### src/rtl/ssd_pkg.sv
// ssd_pkg
// Shared definitions for the seven-segment scan controller:
//   - ssd_state_e : scan FSM states (SHOW, BLANK)
//   - SEG_BLANK   : all-off cathode pattern (active-low)
//   - SEG_TABLE   : hex digit -> {a..g} cathode pattern, active-low
package ssd_pkg;

  typedef enum logic {
    SHOW  = 1'b0,
    BLANK = 1'b1
  } ssd_state_e;

  localparam logic [6:0] SEG_BLANK = 7'h7F;

  localparam logic [6:0] SEG_TABLE [16] = '{
    7'b0000001,  // 0
    7'b1001111,  // 1
    7'b0010010,  // 2
    7'b0000110,  // 3
    7'b1001100,  // 4
    7'b0100100,  // 5
    7'b0100000,  // 6
    7'b0001111,  // 7
    7'b0000000,  // 8
    7'b0000100,  // 9
    7'b0001000,  // A
    7'b1100000,  // b
    7'b0110001,  // C
    7'b1000010,  // d
    7'b0110000,  // E
    7'b0111000   // F
  };

endpackage

### src/rtl/ssd_hex_decoder.sv
// ssd_hex_decoder
// Combinational hex nibble to seven-segment cathode decoder.
// Ports:
//   nib_i   [3:0]  hex nibble
//   seg_n_o [6:0]  cathodes {a..g}, active-low
module ssd_hex_decoder
  import ssd_pkg::*;
(
  input  logic [3:0] nib_i,
  output logic [6:0] seg_n_o
);

  assign seg_n_o = SEG_TABLE[nib_i];

endmodule

### src/rtl/ssd_scan_ctrl.sv
// ssd_scan_ctrl
// N-digit multiplexed seven-segment scan controller. The displayed word is
// shadowed: loads go into a pending register which is copied to the active
// register only at a frame boundary, so a frame never mixes old and new
// digits. Each digit is followed by an all-off dead time to suppress ghosting.
// Ports:
//   board_clk, Reset    clock, asynchronous active-high reset
//   value_in            hex nibbles, nibble i -> digit i (digit 0 rightmost)
//   dp_in               decimal point request per digit, active-high
//   digit_en            per-digit enable (live, not shadowed)
//   load                strobe capturing value_in/dp_in into pending register
//   lz_blank_en         leading-zero blanking enable (live)
//   an_n, seg_n, dp_n   anodes / cathodes / dp, active-low, registered
//   digit_idx           digit slot currently on the outputs
//   frame_tick          one-cycle pulse when digit 0 of a new frame appears
//   pending             a loaded value waits for the next frame boundary
module ssd_scan_ctrl
  import ssd_pkg::*;
#(
  parameter  int NUM_DIGITS   = 8,
  parameter  int SCAN_CYCLES  = 100000,
  parameter  int BLANK_CYCLES = 1000,
  localparam int IDX_W        = (NUM_DIGITS > 1) ? $clog2(NUM_DIGITS) : 1
) (
  input  logic                    board_clk,
  input  logic                    Reset,
  input  logic [4*NUM_DIGITS-1:0] value_in,
  input  logic [NUM_DIGITS-1:0]   dp_in,
  input  logic [NUM_DIGITS-1:0]   digit_en,
  input  logic                    load,
  input  logic                    lz_blank_en,
  output logic [NUM_DIGITS-1:0]   an_n,
  output logic [6:0]              seg_n,
  output logic                    dp_n,
  output logic [IDX_W-1:0]        digit_idx,
  output logic                    frame_tick,
  output logic                    pending
);

  localparam int MAXC  = (SCAN_CYCLES > BLANK_CYCLES) ? SCAN_CYCLES : BLANK_CYCLES;
  localparam int CNT_W = (MAXC > 1) ? $clog2(MAXC) : 1;
  localparam logic [CNT_W-1:0] SCAN_LAST  = CNT_W'(SCAN_CYCLES - 1);
  localparam logic [CNT_W-1:0] BLANK_LAST = CNT_W'((BLANK_CYCLES > 0) ? BLANK_CYCLES - 1 : 0);
  localparam logic [IDX_W-1:0] IDX_LAST   = IDX_W'(NUM_DIGITS - 1);

  ssd_state_e                state_q, state_d;
  logic [CNT_W-1:0]          cnt_q, cnt_d;
  logic [IDX_W-1:0]          idx_q, idx_d;
  logic                      advance, wrap;

  logic [4*NUM_DIGITS-1:0]   act_val_q, pend_val_q;
  logic [NUM_DIGITS-1:0]     act_dp_q, pend_dp_q;
  logic                      pend_q;
  logic                      boundary_q;

  logic [NUM_DIGITS-1:0]     an_q, an_d;
  logic [6:0]                seg_q, seg_d;
  logic                      dp_q, dp_d;
  logic [IDX_W-1:0]          idx_out_q;
  logic                      tick_q;

  logic [3:0]                nib;
  logic [6:0]                dec_seg;
  logic [NUM_DIGITS-1:0]     lz_dark;
  logic                      zero_above;
  logic                      dark;

  // Scan FSM: state register
  always_ff @(posedge board_clk or posedge Reset) begin
    if (Reset) begin
      state_q <= SHOW;
      cnt_q   <= '0;
      idx_q   <= '0;
    end else begin
      state_q <= state_d;
      cnt_q   <= cnt_d;
      idx_q   <= idx_d;
    end
  end

  // Scan FSM: next state. With no dead time, SHOW chains straight into the
  // next digit's SHOW and BLANK is never entered.
  always_comb begin
    state_d = state_q;
    cnt_d   = cnt_q + CNT_W'(1);
    advance = 1'b0;
    unique case (state_q)
      SHOW: begin
        if (cnt_q == SCAN_LAST) begin
          cnt_d = '0;
          if (BLANK_CYCLES == 0) advance = 1'b1;
          else                   state_d = BLANK;
        end
      end
      BLANK: begin
        if (cnt_q == BLANK_LAST) begin
          cnt_d   = '0;
          state_d = SHOW;
          advance = 1'b1;
        end
      end
      default: state_d = SHOW;
    endcase
    wrap  = advance && (idx_q == IDX_LAST);
    idx_d = idx_q;
    if (advance) idx_d = wrap ? '0 : idx_q + IDX_W'(1);
  end

  // Shadow registers: the frame boundary transfers the pending value before
  // a coincident load overwrites it, so that load waits one more frame.
  always_ff @(posedge board_clk or posedge Reset) begin
    if (Reset) begin
      act_val_q  <= '0;
      act_dp_q   <= '0;
      pend_val_q <= '0;
      pend_dp_q  <= '0;
      pend_q     <= 1'b0;
      boundary_q <= 1'b0;
    end else begin
      boundary_q <= wrap;
      if (wrap && pend_q) begin
        act_val_q <= pend_val_q;
        act_dp_q  <= pend_dp_q;
        pend_q    <= 1'b0;
      end
      if (load) begin
        pend_val_q <= value_in;
        pend_dp_q  <= dp_in;
        pend_q     <= 1'b1;
      end
    end
  end

  // A digit is a leading zero when it and every higher nibble are zero.
  always_comb begin
    zero_above = 1'b1;
    lz_dark    = '0;
    for (int i = NUM_DIGITS - 1; i >= 1; i--) begin
      zero_above = zero_above && (act_val_q[4*i +: 4] == 4'h0);
      lz_dark[i] = zero_above;
    end
  end

  assign nib  = act_val_q[4*idx_q +: 4];
  assign dark = !digit_en[idx_q] || (lz_blank_en && lz_dark[idx_q]);

  ssd_hex_decoder u_dec (
    .nib_i   (nib),
    .seg_n_o (dec_seg)
  );

  always_comb begin
    an_d  = '1;
    seg_d = SEG_BLANK;
    dp_d  = 1'b1;
    if (state_q == SHOW && !dark) begin
      an_d  = ~(NUM_DIGITS'(1) << idx_q);
      seg_d = dec_seg;
      dp_d  = ~act_dp_q[idx_q];
    end
  end

  // Output register stage: everything the board sees is one cycle behind the
  // scan state; frame_tick is delayed once more to line up with digit 0.
  always_ff @(posedge board_clk or posedge Reset) begin
    if (Reset) begin
      an_q      <= '1;
      seg_q     <= SEG_BLANK;
      dp_q      <= 1'b1;
      idx_out_q <= '0;
      tick_q    <= 1'b0;
    end else begin
      an_q      <= an_d;
      seg_q     <= seg_d;
      dp_q      <= dp_d;
      idx_out_q <= idx_q;
      tick_q    <= boundary_q;
    end
  end

  assign an_n       = an_q;
  assign seg_n      = seg_q;
  assign dp_n       = dp_q;
  assign digit_idx  = idx_out_q;
  assign frame_tick = tick_q;
  assign pending    = pend_q;

endmodule
### config.mk
export PLATFORM = sky130hd
export DESIGN_NAME = ssd_scan_ctrl
export DESIGN_NICKNAME = d
export VERILOG_FILES = /design/src/rtl/ssd_pkg.sv /design/src/rtl/ssd_hex_decoder.sv /design/src/rtl/ssd_scan_ctrl.sv
export SDC_FILE = /design/constraint.sdc
export NUM_CORES = 1
export LEC_CHECK = 0
export BUFFER_PORTS_ARGS = -buffer_cell sky130_fd_sc_hd__clkbuf_2
export CAP_MARGIN = 20
export CORE_MARGIN = 8
export CORE_UTILIZATION = 52
export CTS_CLUSTER_SIZE = 10
export DETAILED_ROUTE_END_ITERATION = 8
export HOLD_SLACK_MARGIN = 0.02
export PLACE_DENSITY = 0.78
export SKIP_LAST_GASP = 1
export SLEW_MARGIN = 20
export SYNTH_ARGS = -nofsm -noshare
export SYNTH_HDL_FRONTEND = slang
export SYNTH_HIERARCHICAL = 1
export SYNTH_SLANG_ARGS = --single-unit
### constraint.sdc
create_clock -name board_clk -period 3.5 [get_ports board_clk]
set_input_delay 0.35 -clock board_clk [delete_from_list [all_inputs] [get_ports board_clk]]
set_output_delay 0.35 -clock board_clk [all_outputs]
set_load 0.01 [all_outputs]
==> metrics.md, run 1 <==
| Metric | Value |
|---|---|
| Crit path depth | `9` |
| Worst min-delay path class | `primary input to flip-flop` |
| Clk_lat worst skew | `0.52 ns` |
| Max Fclk | `350 MHz` |
| Slew @ Worst Pin | `0.998 ns` |
| Outcome | `finished, final reports clean` |
| Detailed placement HPWL | `7.81 mm` |
| Final setup viols | `0` |
| Vias in the first global route | `3777` |
| Max Slew Vio Count | `0` |
| Worst R2R Setup Slack | `0.64 ns` |
| Syn_nets | `475` |
| PD cells | `502 nW/um2` |
| Kind of cell adding the most delay to the critical path | `multiplexers` |
| Num rows | `38` |
| Placer Congestion | `0.826` |
| Overall routed net length | `11.1 mm` |
| CTS tree | `yes` |
| CTS Buffer Depth | `2` |
| Hold slack | `0.0569 ns` |
| Critical-path cell list | `buf_4, mux4_2, nand2_1, nand2_1, inv_1, ha_1, inv_1, mux4_2, or3_1` |
| Sequential share of the synthesized area | `0.544` |
| First-pass GRT wire length | `18.7 mm` |
| Hold Fails Final Rpt | `0` |
| Leak | `3.13 nW` |
| Core ar. | `10700 um2` |
| Worst hold stages | `2` |
| Reg2reg end | `seg_n[3]$_DFF_PP1_` |
| Clock Tree Root | `clkbuf_8` |
| Initial Utilization | `0.530` |
| H-Tree Depth | `4` |
| Logic pwr share | `0.040` |
| Relative slew slack | `0.334` |
| Seq pwr share | `0.443` |
| Critical Path RT | `3.94 ns` |
| Reg clk slew, reported paths | `0.06 ns` |
| Initial DRC count | `225` |
| Via/cell ratio | `5.38` |
| Post-CTS Resized | `0` |
| Ant. Diodes | `0` |
| Clock skew | `0.00913 ns` |
| Async S/R FF share, synth | `1.00` |
| Internal power | `2.65 mW` |
| Final nets | `556` |
| Reg2Reg Depth | `9` |
| Synth unique cells | `43` |
| # clock sinks | `123` |
| Unrepaired setup endpoints after global routing | `false` |
| VDD IR max | `0.489 mV` |
| CP bufs+invs | `3` |
| Final min period | `2.86 ns` |
| Syn Area/Cell | `13.9 um2` |
| Full die area | `14600 um2` |
| EDFF count, synth | `0` |
| Setup CP Type | `flip-flop to flip-flop` |
| Count of mapped cells out of synthesis | `409` |
| Total track usage | `0.164` |
| CTS Buf Count | `17` |
| Area growth syn-to-layout | `19.0%` |
| Die height | `121 um` |
| Clock power frac | `0.516` |
| Via count | `3462` |
| Fill count | `813` |
| Hold_buf cts | `1` |
| Critical Path AT | `3.29 ns` |
| Synthesized area | `5690 um2` |
| DRC violations left | `0` |
| Slowest cell on the critical path | `dfrtp_1` |
| Critical path fanouts, max | `8` |
| Max Cap Viol | `0` |
| Top FF cell, synth | `dfrtp_1` |
| Share of cells above drive strength 1 | `0.445` |
| Yosys warning count | `6` |
| Slowest stage delay, CP | `0.55 ns` |
| Setup bufs post-CTS | `0` |
| Multi-input logic area | `2430 um2` |
| Final period util | `0.816` |
| Non-Filler Instances | `643` |
| Overflow after GRT | `0` |
| Psw | `0.753 mW` |
| Reg-to-reg startpoint | `idx_q[0]$_DFFE_PP0P_` |
| Placed cells | `610` |
| Port bufs | `72` |
| Setup TNS | `0 ns` |
| I/O Pins | `73` |
| Antenna Nets Post-Route | `0` |
| Setup crit end kind | `flip-flop` |
| CP startpoint | `idx_q[0]$_DFFE_PP0P_` |
| Die width | `121 um` |
| Sw frac | `0.221` |
| Final Power | `3.40 mW` |
| CP Launch Type | `flip-flop` |
| DRT Pass-1 Iters | `4` |
| Antenna violations before repair | `0` |
| Largest net degree at the start of global routing | `84` |
| FF+latch area | `3100 um2` |
| Drt wl/cell | `17.2 um` |
| #FFs+latches synth | `123` |
| Crit path capture | `seg_n[3]$_DFF_PP1_` |
==> how the worst min path moves through the flow <==
stage                              start                    endpoint  slack (ns)
finish                      value_in[19]  pend_val_q[19]$_DFFE_PP0P_        0.06
global route                value_in[19]  pend_val_q[19]$_DFFE_PP0P_        0.04
CTS                             dp_in[2]    pend_dp_q[2]$_DFFE_PP0P_        0.03
detailed placement  boundary_q$_DFF_PP0_        frame_tick$_DFF_PP0_        0.35
global placement    boundary_q$_DFF_PP0_        frame_tick$_DFF_PP0_        0.34
floorplan           boundary_q$_DFF_PP0_        frame_tick$_DFF_PP0_        0.33
==> cell usage after synthesis (all sizes together) (2+ instances only) <==
| cell type | number | area share |
|---|---|---|
| dfrtp | 107 | 0.47 |
| mux2 | 80 | 0.18 |
| nand2 | 41 | 0.027 |
| nor2 | 25 | 0.019 |
| dfstp | 16 | 0.074 |
| ha | 14 | 0.031 |
| buf | 12 | 0.021 |
| mux4 | 12 | 0.047 |
| mux2i | 9 | 0.016 |
| xnor2 | 9 | 0.014 |
| nand3 | 8 | 0.0070 |
| inv | 7 | 0.0046 |
| nand4 | 7 | 0.010 |
| o21ai | 7 | 0.0062 |
| or3 | 7 | 0.0077 |
| nor4 | 6 | 0.0066 |
| xor2 | 6 | 0.0092 |
| clkbuf | 5 | 0.0033 |
| and3 | 4 | 0.0044 |
| o211ai | 4 | 0.0053 |
| a21oi | 3 | 0.0026 |
| nand2b | 3 | 0.0033 |
| nor3 | 3 | 0.0046 |
| or4 | 3 | 0.0046 |
| and2 | 2 | 0.0022 |
==> power groups by stage <==
stage / Sequential [mW] / Clock [mW] / Combinational (mW)
CTS: 1.51 / 1.79 / 0.141
global route: 1.51 / 1.85 / 0.153
floorplan: 1.52 / 0 / 0.0859
global placement: 1.53 / 0 / 0.134
finish: 1.51 / 1.76 / 0.137
detailed placement: 1.53 / 0 / 0.138
==> cell families (layout without fill, tap and decap cells) <==
| kind of cell | count (synthesis) | after routing | share of synthesized area |
|---|---|---|---|
| flip-flops | 123 | 123 | 0.544 |
| XOR/XNOR | 15 | 15 | 0.0231 |
| adder cells (fa/ha/maj) | 14 | 14 | 0.0308 |
| AND/OR/NAND/NOR | 112 | 112 | 0.102 |
| AO/OA/AOI/OAI | 19 | 19 | 0.0224 |
| multiplexers | 101 | 101 | 0.248 |
| buffers and inverters | 25 | 119 | 0.0299 |
==> registers in the layout, summed over array words and instances (netlist names), 3 cells and up <==
name,cells
act_val_q,32
pend_val_q,32
cnt_q,17
act_dp_q,8
an_n,8
pend_dp_q,8
seg_n,7
digit_idx,3
idx_q,3
==> worst register-to-register path, stage by stage (launching register included) <==
cell	delay (ns)
dfrtp_1	0.55
buf_4	0.26
mux4_2	0.51
nand2_1	0.08
nand2_1	0.17
inv_1	0.19
ha_1	0.16
inv_1	0.05
mux4_2	0.44
or3_1	0.37
==> per-stage QoR <==
step                       util  setup slack [ns]  instance area [um2]
final                     0.630             0.643                 6770
after global routing      0.630             0.491                 6770
after CTS                 0.630             0.666                 6770
after detailed placement  0.574             0.676                 6160
after global placement    0.574             0.781                 6160
after floorplan               -             0.647                 5700
==> per-layer routing <==
layer	GRT usage	vias up	wire length, um
met3	0.0564	14	616
met4	0.0609	0	144
li1	-	1611	-
met5	0	-	0
met2	0.261	78	5380
met1	0.202	1759	4930
==> cell usage in the layout, fill, tap and decap left out, drive strengths merged, types with 2 or more instances in the layout <==
master    instances
nand3             8
mux2i             9
xor2              6
dfstp            16
inv              12
nor2             25
clkinvlp          2
nor3              3
clkinv            6
nand4             7
dfrtp           107
clkbuf           89
xnor2             9
and2              2
o21ai             7
o211ai            4
or3               7
bufinv            3
buf               6
nor4              6
a21oi             3
ha               14
nand2b            3
or4               3
mux2             80
nand2            41
and3              4
mux4             12
==> final cells by class <==
| class | count | area share |
|---|---|---|
| Clock buffer | 17 | 0.0611 |
| Clock inverter | 15 | 0.0275 |
| Multi-Input combinational cell | 261 | 0.358 |
| Inverter | 8 | 0.00499 |
| Sequential cell | 123 | 0.457 |
| Timing Repair Buffer | 79 | 0.0650 |
| Tap cell | 140 | 0.0259 |
Note: power is estimated with default switching activity, not from simulation.
==> inputs of run 2 (changes only) <==
- CORE_UTILIZATION: 52 -> 58
- PLACE_DENSITY: 0.78 -> 0.82
- clock period: 3.5 -> 2.9 ns (I/O delays scaled with it)
==> run 2 against run 1 <==
Effect of this change:
- final area rose by 6.4%
- setup slack worse by 0.41 ns
- non-clock buffer count is 39 higher
- critical path depth is the same
- sequential power increased by 21%
- hold slack worse by 0.020 ns
- core utilization is 12 points higher
- sequential share of layout area decreased by 2.7 points
- wire length grew 8.0%
- fmax is 7.0% higher
- critical endpoint unchanged
- largest power group unchanged
- highest routed layer unchanged
==> metrics.md, run 2 (same netlist as run 1, synthesis figures left out) <==
| Metric | Value |
|---|---|
| Critical Path AT | `3.10 ns (was 3.29 ns)` |
| Detailed placement HPWL | `7.91 mm (was 7.81 mm)` |
| Relative slew slack | `0.319 (was 0.334)` |
| Worst min-delay path class | `primary input to flip-flop (unchanged)` |
| Placed cells | `606 (was 610)` |
| Drt wl/cell | `17.7 um (was 17.2 um)` |
| First-pass GRT wire length | `20.2 mm (was 18.7 mm)` |
| Max Cap Viol | `0 (unchanged)` |
| Core ar. | `9640 um2 (was 10700 um2)` |
| Port bufs | `72 (unchanged)` |
| Reg2Reg Depth | `9 (unchanged)` |
| Slew @ Worst Pin | `1.02 ns (was 0.998 ns)` |
| Antenna Nets Post-Route | `0 (unchanged)` |
| CP bufs+invs | `3 (unchanged)` |
| CTS Buf Count | `17 (unchanged)` |
| Vias in the first global route | `3949 (was 3777)` |
| Unrepaired setup endpoints after global routing | `false (unchanged)` |
| Die height | `115 um (was 121 um)` |
| Setup crit end kind | `flip-flop (unchanged)` |
| CP Launch Type | `flip-flop (unchanged)` |
| Initial DRC count | `168 (was 225)` |
| Full die area | `13200 um2 (was 14600 um2)` |
| Clock Tree Root | `clkbuf_8 (unchanged)` |
| Critical-path cell list | `buf_4, mux4_2, nand2_1, nand2_1, inv_1, ha_1, inv_1, mux4_2, or3_1 (unchanged)` |
| Critical path fanouts, max | `14 (was 8)` |
| Via count | `3598 (was 3462)` |
| Crit path depth | `9 (unchanged)` |
| Setup bufs post-CTS | `0 (unchanged)` |
| Overall routed net length | `12.0 mm (was 11.1 mm)` |
| Post-route cell area | `7210 um2 (was 6770 um2)` |
| Final min period | `2.67 ns (was 2.86 ns)` |
| Total track usage | `0.197 (was 0.164)` |
| Kind of cell adding the most delay to the critical path | `multiplexers (unchanged)` |
| DRC violations left | `0 (unchanged)` |
| Setup TNS | `0 ns (unchanged)` |
| Outcome | `finished, final reports clean (unchanged)` |
| Final nets | `595 (was 556)` |
| DRT Pass-1 Iters | `4 (unchanged)` |
| Max Slew Vio Count | `0 (unchanged)` |
| Largest net degree at the start of global routing | `42 (was 84)` |
| Non-Filler Instances | `675 (was 643)` |
| H-Tree Depth | `4 (unchanged)` |
| Placer Congestion | `0.871 (was 0.826)` |
| Share of cells above drive strength 1 | `0.419 (was 0.445)` |
| CTS Buffer Depth | `2 (unchanged)` |
| Worst hold stages | `2 (unchanged)` |
| Initial Utilization | `0.591 (was 0.530)` |
| Area after DPL | `6190 um2 (was 6160 um2)` |
| Ant. Diodes | `0 (unchanged)` |
| Clock skew | `0.0110 ns (was 0.00913 ns)` |
| I/O Pins | `73 (unchanged)` |
| Reg clk slew, reported paths | `0.06 ns (about the same)` |
| Area growth syn-to-layout | `26.6% (was 19.0%)` |
| # clock sinks | `123 (unchanged)` |
| Commonest cells after routing, fill and taps aside | `107 x dfrtp_1, 72 x clkbuf_2, 41 x nand2_1 (unchanged)` |
| Final setup viols | `0 (unchanged)` |
| PD cells | `601 nW/um2 (was 502 nW/um2)` |
| VDD IR max | `0.516 mV (was 0.489 mV)` |
| CTS tree | `yes (unchanged)` |
| Biggest regs | `act_val_q x32, pend_val_q x32, cnt_q x17 (unchanged)` |
| Via/cell ratio | `5.33 (was 5.38)` |
| Setup CP Type | `flip-flop to flip-flop (unchanged)` |
| Final period util | `0.921 (was 0.816)` |
| Antenna violations before repair | `0 (unchanged)` |
| Die width | `115 um (was 121 um)` |
| Max Fclk | `374 MHz (was 350 MHz)` |
| Num rows | `36 (was 38)` |
| Clk_lat worst skew | `0.51 ns (was 0.52 ns)` |
| Leak | `3.31 nW (was 3.13 nW)` |
| Overflow after GRT | `0 (unchanged)` |
| Slowest cell on the critical path | `mux4_2 (was dfrtp_1)` |
| Commonest non-fill, non-tap cell in the layout | `dfrtp_1 (unchanged)` |
| Critical Path RT | `3.33 ns (was 3.94 ns)` |
| Slowest stage delay, CP | `0.52 ns (was 0.55 ns)` |
| Hold Fails Final Rpt | `0 (unchanged)` |
run 2: cell count changes in the layout (fill, tap and decap cells not counted):
cell           change
clkinv_4           +1
dlygate4sd3_1     +36
bufinv_16          +2
buf_12             +1
clkbuf_8           +1
clkinvlp_4         +1
inv_6              -5
buf_4              +2
run 2: power breakdown:
group | total [mW] | internal [mW] | switching [mW]
Combinational | 0.211 | 0.123 | 0.0877
Clock | 2.29 | 1.51 | 0.785
Sequential | 1.82 | 1.78 | 0.0403
run 2: layout make-up:
type	count	area, um2
sequential	123	3100
fill	608	2430
clock buffer	18	428
multi-input combinational	261	2430
timing repair buffer	118	836
tap	133	166
inverter	8	33.8
clock inverter	14	219
run 2: repair_timing:
item | 4_1_cts | 5_1_grt
hold buffers | 35 | 2
gates resized for setup | 0 | 0
setup endpoints to repair | 0 | 0
endpoints found under the hold margin | 64 | 2
run 2: final timing paths:
kind | end | slack (ns) | start
min in group asynchronous | frame_tick$_DFF_PP0_ | 0.48 | Reset
worst max register to register | seg_n[3]$_DFF_PP1_ | 0.23 | idx_q[0]$_DFFE_PP0P_
worst max-delay path | seg_n[3]$_DFF_PP1_ | 0.23 | idx_q[0]$_DFFE_PP0P_
worst min-delay path | pend_val_q[16]$_DFFE_PP0P_ | 0.04 | value_in[16]
worst min register to register | frame_tick$_DFF_PP0_ | 0.35 | boundary_q$_DFF_PP0_
max in group asynchronous | seg_n[4]$_DFF_PP1_ | 1.67 | Reset
run 2: through the flow:
| stage | total power, mW | worst slack (ns) | hold WS [ns] | utilization |
|---|---|---|---|---|
| after floorplan | 1.94 | 0.0467 | 0.331 | - |
| after global placement | 2.01 | 0.352 | 0.340 | 0.642 |
| after detailed placement | 2.02 | 0.251 | 0.339 | 0.642 |
| after CTS | 4.35 | 0.239 | 0.0205 | 0.746 |
| after global routing | 4.47 | 0.0304 | 0.0274 | 0.748 |
| final | 4.33 | 0.229 | 0.0369 | 0.748 |
run 2: per-layer routing:
metal,share of wire,GRT usage,vias to the layer above
met5,0,0,-
met4,0.0076,0.0604,0
met3,0.056,0.0583,8
met2,0.51,0.324,94
met1,0.43,0.245,1802
li1,-,-,1694
run 2: worst register-to-register path, cell delays in order, from the launching register on:
cell	delay, ns
dfrtp_1	0.35
buf_4	0.24
mux4_2	0.52
nand2_1	0.09
nand2_1	0.17
inv_1	0.19
ha_1	0.16
inv_1	0.05
mux4_2	0.45
or3_1	0.37
